`src/rtl/alu_pkg.sv`:
```
// rtl/alu_pkg.sv - opcode constants, controller states and opcode legality check for the shared ALU
package alu_pkg;

    localparam logic [3:0] OP_NOT   = 4'b0000;
    localparam logic [3:0] OP_AND   = 4'b0001;
    localparam logic [3:0] OP_NAND  = 4'b0010;
    localparam logic [3:0] OP_OR    = 4'b0011;
    localparam logic [3:0] OP_NOR   = 4'b0100;
    localparam logic [3:0] OP_XOR   = 4'b0101;
    localparam logic [3:0] OP_XNOR  = 4'b0110;
    localparam logic [3:0] OP_SHIFT = 4'b0111;
    localparam logic [3:0] OP_ADD   = 4'b1000;
    localparam logic [3:0] OP_SUB   = 4'b1001;
    localparam logic [3:0] OP_MUL   = 4'b1010;
    localparam logic [3:0] OP_DIV   = 4'b1011;
    localparam logic [3:0] OP_IDLE  = 4'b1111;

    typedef enum logic [1:0] {
        ST_IDLE = 2'd0,
        ST_EXEC = 2'd1,
        ST_RESP = 2'd2
    } state_t;

    function automatic logic is_legal_op(input logic [3:0] op);
        return op <= OP_DIV;
    endfunction

endpackage

```
`src/rtl/rr_arb2.sv`:
```
// rtl/rr_arb2.sv - two-way round-robin grant from request bits and the last-served pointer
module rr_arb2 (
    input  logic [1:0] valid,
    input  logic       last,
    output logic [1:0] grant
);

    // On contention the requester that was not served last wins.
    assign grant[0] = valid[0] & (~valid[1] | last);
    assign grant[1] = valid[1] & (~valid[0] | ~last);

endmodule

```
`src/rtl/alu_share_ctrl.sv`:
```
// rtl/alu_share_ctrl.sv - shares one combinational ALU between two requesters with round-robin grant
module alu_share_ctrl
    import alu_pkg::*;
#(
    parameter int DATA_W     = 4,
    parameter int OP_W       = 4,
    parameter int LAT_LOGIC  = 1,
    parameter int LAT_MULDIV = 3
) (
    input  logic              clk,
    input  logic              rst_n,
    input  logic              req0_valid,
    output logic              req0_ready,
    input  logic [DATA_W-1:0] req0_a,
    input  logic [DATA_W-1:0] req0_b,
    input  logic [OP_W-1:0]   req0_op,
    input  logic              req1_valid,
    output logic              req1_ready,
    input  logic [DATA_W-1:0] req1_a,
    input  logic [DATA_W-1:0] req1_b,
    input  logic [OP_W-1:0]   req1_op,
    output logic [DATA_W-1:0] alu_a,
    output logic [DATA_W-1:0] alu_b,
    output logic [OP_W-1:0]   alu_op,
    input  logic [DATA_W-1:0] alu_result,
    output logic              rsp_valid,
    input  logic              rsp_ready,
    output logic              rsp_id,
    output logic [DATA_W-1:0] rsp_result,
    output logic              rsp_zero,
    output logic              rsp_err
);

    localparam int CNT_W = 8;

    state_t              state, state_nxt;
    logic                last;
    logic [DATA_W-1:0]   lat_a, lat_b;
    logic [OP_W-1:0]     lat_op;
    logic                lat_id;
    logic [CNT_W-1:0]    cnt;
    logic [1:0]          grant;

    logic                accept, acc_id, acc_err;
    logic [DATA_W-1:0]   acc_a, acc_b;
    logic [OP_W-1:0]     acc_op;
    logic [CNT_W-1:0]    acc_cnt;

    rr_arb2 u_arb (
        .valid ({req1_valid, req0_valid}),
        .last  (last),
        .grant (grant)
    );

    assign accept  = (state == ST_IDLE) && (grant != 2'b00);
    assign acc_id  = grant[1];
    assign acc_a   = acc_id ? req1_a  : req0_a;
    assign acc_b   = acc_id ? req1_b  : req0_b;
    assign acc_op  = acc_id ? req1_op : req0_op;
    // Errors short-circuit straight to RESP without touching the ALU.
    assign acc_err = !is_legal_op(4'(acc_op)) ||
                     ((acc_op == OP_W'(OP_DIV)) && (acc_b == '0));
    assign acc_cnt = ((acc_op == OP_W'(OP_MUL)) || (acc_op == OP_W'(OP_DIV)))
                     ? CNT_W'(LAT_MULDIV - 1) : CNT_W'(LAT_LOGIC - 1);

    always_ff @(posedge clk or negedge rst_n) begin
        if (!rst_n) state <= ST_IDLE;
        else        state <= state_nxt;
    end

    always_comb begin
        state_nxt  = state;
        req0_ready = 1'b0;
        req1_ready = 1'b0;
        alu_a      = '0;
        alu_b      = '0;
        alu_op     = OP_W'(OP_IDLE);
        rsp_valid  = 1'b0;
        case (state)
            ST_IDLE: begin
                req0_ready = grant[0];
                req1_ready = grant[1];
                if (accept) state_nxt = acc_err ? ST_RESP : ST_EXEC;
            end
            ST_EXEC: begin
                alu_a  = lat_a;
                alu_b  = lat_b;
                alu_op = lat_op;
                if (cnt == '0) state_nxt = ST_RESP;
            end
            ST_RESP: begin
                rsp_valid = 1'b1;
                if (rsp_ready) state_nxt = ST_IDLE;
            end
            default: state_nxt = ST_IDLE;
        endcase
    end

    always_ff @(posedge clk or negedge rst_n) begin
        if (!rst_n) begin
            last       <= 1'b1;
            lat_a      <= '0;
            lat_b      <= '0;
            lat_op     <= '0;
            lat_id     <= 1'b0;
            cnt        <= '0;
            rsp_id     <= 1'b0;
            rsp_result <= '0;
            rsp_zero   <= 1'b0;
            rsp_err    <= 1'b0;
        end else begin
            case (state)
                ST_IDLE: begin
                    if (accept) begin
                        last   <= acc_id;
                        lat_a  <= acc_a;
                        lat_b  <= acc_b;
                        lat_op <= acc_op;
                        lat_id <= acc_id;
                        cnt    <= acc_cnt;
                        if (acc_err) begin
                            rsp_id     <= acc_id;
                            rsp_result <= '0;
                            rsp_zero   <= 1'b1;
                            rsp_err    <= 1'b1;
                        end
                    end
                end
                ST_EXEC: begin
                    if (cnt == '0) begin
                        rsp_id     <= lat_id;
                        rsp_result <= alu_result;
                        rsp_zero   <= (alu_result == '0);
                        rsp_err    <= 1'b0;
                    end else begin
                        cnt <= cnt - CNT_W'(1);
                    end
                end
                default: ;
            endcase
        end
    end

endmodule

```
`config.mk`:
```
export PLATFORM = sky130hd
export DESIGN_NAME = alu_share_ctrl
export DESIGN_NICKNAME = d
export VERILOG_FILES = /design/src/rtl/alu_pkg.sv /design/src/rtl/rr_arb2.sv /design/src/rtl/alu_share_ctrl.sv
export SDC_FILE = /design/constraint.sdc
export NUM_CORES = 1
export LEC_CHECK = 0
export BUFFER_PORTS_ARGS = -buffer_cell sky130_fd_sc_hd__buf_2
export CORE_ASPECT_RATIO = 2
export CORE_MARGIN = 1.5
export CORE_UTILIZATION = 25
export CTS_BUF_LIST = sky130_fd_sc_hd__clkbuf_2
export CTS_CLUSTER_SIZE = 28
export DETAILED_ROUTE_END_ITERATION = 8
export SLEW_MARGIN = 20
export SYNTH_ARGS = -nofsm -noshare
export SYNTH_HDL_FRONTEND = slang
export SYNTH_SLANG_ARGS = --single-unit
```
`constraint.sdc`:
```
create_clock -name clk -period 1.9 [get_ports clk]
set_input_delay 0.38 -clock clk [delete_from_list [all_inputs] [get_ports clk]]
set_output_delay 0.38 -clock clk [all_outputs]
set_load 0.01 [all_outputs]
```
==> flow_summary.json <==
{
  "status": "complete, no violations",
  "first_global_vias": 1614,
  "transition_time_of_the_tightest_slew_check_pin_ps": 717,
  "yosys_reg_bits": 31,
  "dieHeight_um": 121,
  "irDropWorstVdd_v": 0.000583,
  "clock_tree_from_tritoncts": "done",
  "slowest_delay_ps": 480,
  "numCtsBuffers": 5,
  "die_w_um": 62.0,
  "achievable-frequency_mhz": 527,
  "postRouteAntennaNets": 0,
  "timing.critical_path.max_delay_family": "flip-flops",
  "path_max_fanout": 5,
  "synth_fp_nets": 214,
  "final-setup-viol-count": 0,
  "finalSetupTns_ps": 0,
  "worst_hold_path_type": "in -> async",
  "detail_routed_net_length_per_standard_cell_um": 13.5,
  "finalHoldWorstSlack_ps": 27.1,
  "grt_antenna_before_repair": 1,
  "path_clk_slew_ps": 180,
  "core_region_area_sq_um": 6670,
  "worst-setup-path-type": "reg -> reg",
  "length_of_routed_met3_wiring_um": 198,
  "layout_worst_path_cycle_share_pct": 99.9,
  "cp-end-kind": "register",
  "synth.lib_cells_used.distinct": 47,
  "detail_route.drc_violations": 0,
  "path_cells": "and2b_2 -> buf_4 -> a32oi_1 -> a221oi_4 -> buf_4 -> mux2_4",
  "synth.largest_area_cell": "sky130_fd_sc_hd__dfrtp_1",
  "clkSinkCount": 31,
  "cts_root_buffer": "sky130_fd_sc_hd__clkbuf_2",
  "met2_wirelength_mm": 2.54,
  "global_route.usage.total_pct": 13.6,
  "port_buffers": 54,
  "postLayoutCoreUtil_pct": 36.9,
  "cp_common_cell": "sky130_fd_sc_hd__buf_4",
  "netlist_top_cells_count": "sky130_fd_sc_hd__dfrtp_1 (30), sky130_fd_sc_hd__nand2_1 (27), sky130_fd_sc_hd__mux2i_1 (17), sky130_fd_sc_hd__o21ai_1 (12), sky130_fd_sc_hd__inv_1 (11)",
  "slew-limit-headroom_pct": 52.2,
  "net_count_of_the_finished_layout": 292,
  "mappedNetlistArea_sq_um": 1740,
  "place.detailed.hpwl_mm": 3.56,
  "setup_repair_after_global_routing_missed_its_margin": "true",
  "drt_pre_antenna_iters": 4,
  "fillerInstances": 714,
  "area.growth.synth_to_final_pct": 41.4,
  "detailedRoute.firstIterationViolations": 57,
  "leakage_uw": 0.00121,
  "top_level_ports": 55,
  "grt_pass1_wl_mm": 7.52,
  "synthesis.instances": 179,
  "routed_via_density": 4.67,
  "synth-edff-count": 0,
  "place.gp.congestion": 0.771,
  "required_time_of_the_critical_path_ps": 2190,
  "yosys_warnings": 0,
  "hold_violations": 0,
  "cts-root-to-sink-buffers": 2,
  "worst-endpoint-arrival_ps": 2180,
  "synth-main-ff-cell": "sky130_fd_sc_hd__dfrtp_1",
  "placement_rows": 42,
  "power.density_nw_per_um2": 1500,
  "design.die.area_sq_um": 7500,
  "ys_top_cells_by_area": "sky130_fd_sc_hd__dfrtp_1 (43%), sky130_fd_sc_hd__mux2i_1 (9.8%), sky130_fd_sc_hd__nand2_1 (5.8%)",
  "insertion_delay_ps": 380,
  "grt_overflow_total": 0,
  "synthArstFlopShare_pct": 100,
  "final_max_slew_viol_count": 0,
  "post_synth.cell_area_avg_sq_um": 9.72,
  "min_period_ps": 1900,
  "grt_max_degree": 32,
  "drt_wl_total_mm": 4.69,
  "total_power_uw": 3690,
  "final.setup_skew_ps": 20.0,
  "synth.most_common_cell": "sky130_fd_sc_hd__dfrtp_1",
  "clock_tree.htree_level_count": 2,
  "synth_largest_type_area_fraction_pct": 43.2,
  "drv.max_cap_violation_count": 0,
  "initial_utilization_pct": 26.1,
  "post_route_cells_drive_above_1_share_pct": 43.4,
  "drt-met1-wl_mm": 1.84,
  "slowest_cell_on_the_critical_path": "sky130_fd_sc_hd__dfrtp_2",
  "crit_buf_inv": 2,
  "top_layer_used": "met4",
  "synth.yosys.seq_area_share_pct": 44.7,
  "route.vias.total": 1619,
  "timing.critical_path.from_type": "register"
}
[metrics by stage]
stage	instance area [sq um]	std cells	setup slack, ps
global placement	2200	327	-90.6
global route	2460	347	-72.1
detailed placement	2200	327	-127
finish	2460	347	2.06
floorplan	1740	179	57.6
CTS	2390	342	-35.5
[worst paths after layout]
path | startpoint | end | depth (start not counted) | slack (ps)
worst min-delay path | rst_n | lat_id | 1 | 30
worst max-delay path | state[1] | rsp_id | 6 | 2
min in group clk | req0_valid | last | 2 | 210
worst max register to register | state[1] | rsp_id | 6 | 2
worst min register to register | lat_op[1] | lat_op[1] | 2 | 500
max in group asynchronous | rst_n | state[0] | 1 | 1370
[cell families after synthesis]
group	Yosys count	synth area share [%]
DFF	31	44.7
and+or+nand+nor	68	20.9
buffers and inverters	19	4.24
AOI/OAI and AO/OA	39	16.5
muxes	20	12.2
adders and majority gates	2	1.44
[final cells by class]
| type | instances | area, sq um | share of cell area [%] |
|---|---|---|---|
| diodes | 1 | 2.50 | 0.102 |
| clock buffers | 5 | 25.0 | 1.02 |
| clock inverters | 3 | 15.0 | 0.610 |
| inverters | 11 | 41.3 | 1.68 |
| multi-input cells | 129 | 945 | 38.4 |
| flip-flops and latches | 31 | 779 | 31.7 |
| well taps | 88 | 110 | 4.48 |
| repair buffers | 79 | 542 | 22.0 |
[sequential cells by signal, indices dropped and copies added, names as in the netlist]
name / count
cnt: 8
lat_a: 4
lat_b: 4
lat_op: 4
rsp_result: 4
state: 2
last: 1
lat_id: 1
rsp_err: 1
rsp_id: 1
rsp_zero: 1
[where the power goes]
part | internal, uW | switching (uW)
clock | 84.3 | 239
sequential | 972 | 226
combinational | 1130 | 1040
[per-layer routing]
layer	GRT usage, %	vias to the layer above
li1	-	789
met1	15.5	779
met2	23.2	42
met3	3.09	9
met4	5.59	0
met5	0	-
[placed cells by master (no fill, tap or decap), types with 2 or more instances in the layout]
master                     Yosys  layout
sky130_fd_sc_hd__inv_1        11      11
sky130_fd_sc_hd__o21ai_0       2       2
sky130_fd_sc_hd__buf_6         0      13
sky130_fd_sc_hd__nand3_1       2       2
sky130_fd_sc_hd__a21oi_1       4       3
sky130_fd_sc_hd__buf_4         0      20
sky130_fd_sc_hd__a22oi_1       2       2
sky130_fd_sc_hd__o21ai_1      12      12
sky130_fd_sc_hd__nand2b_1      4       3
sky130_fd_sc_hd__nand2_1      27      27
sky130_fd_sc_hd__ha_1          2       2
sky130_fd_sc_hd__buf_2         2      45
sky130_fd_sc_hd__dfrtp_1      30      28
sky130_fd_sc_hd__mux2_4        2       2
sky130_fd_sc_hd__or4_1         4       4
sky130_fd_sc_hd__clkbuf_2      0       5
sky130_fd_sc_hd__nor3_1        5       5
sky130_fd_sc_hd__dfrtp_2       0       2
sky130_fd_sc_hd__or3_1         2       2
sky130_fd_sc_hd__mux2i_1      17      17
sky130_fd_sc_hd__clkinv_2      0       3
sky130_fd_sc_hd__nor2_1        5       5
sky130_fd_sc_hd__o211ai_1      4       4
sky130_fd_sc_hd__and2_4        0       8
[what timing repair did]
action	4_1_cts	5_1_grt
gates cloned	1	0
pin swaps	8	2
hold buffers	0	0
resized for setup	24	8
setup endpoints to repair	17	23
setup buffers	6	4
Note: power is estimated with default switching activity, not from simulation.
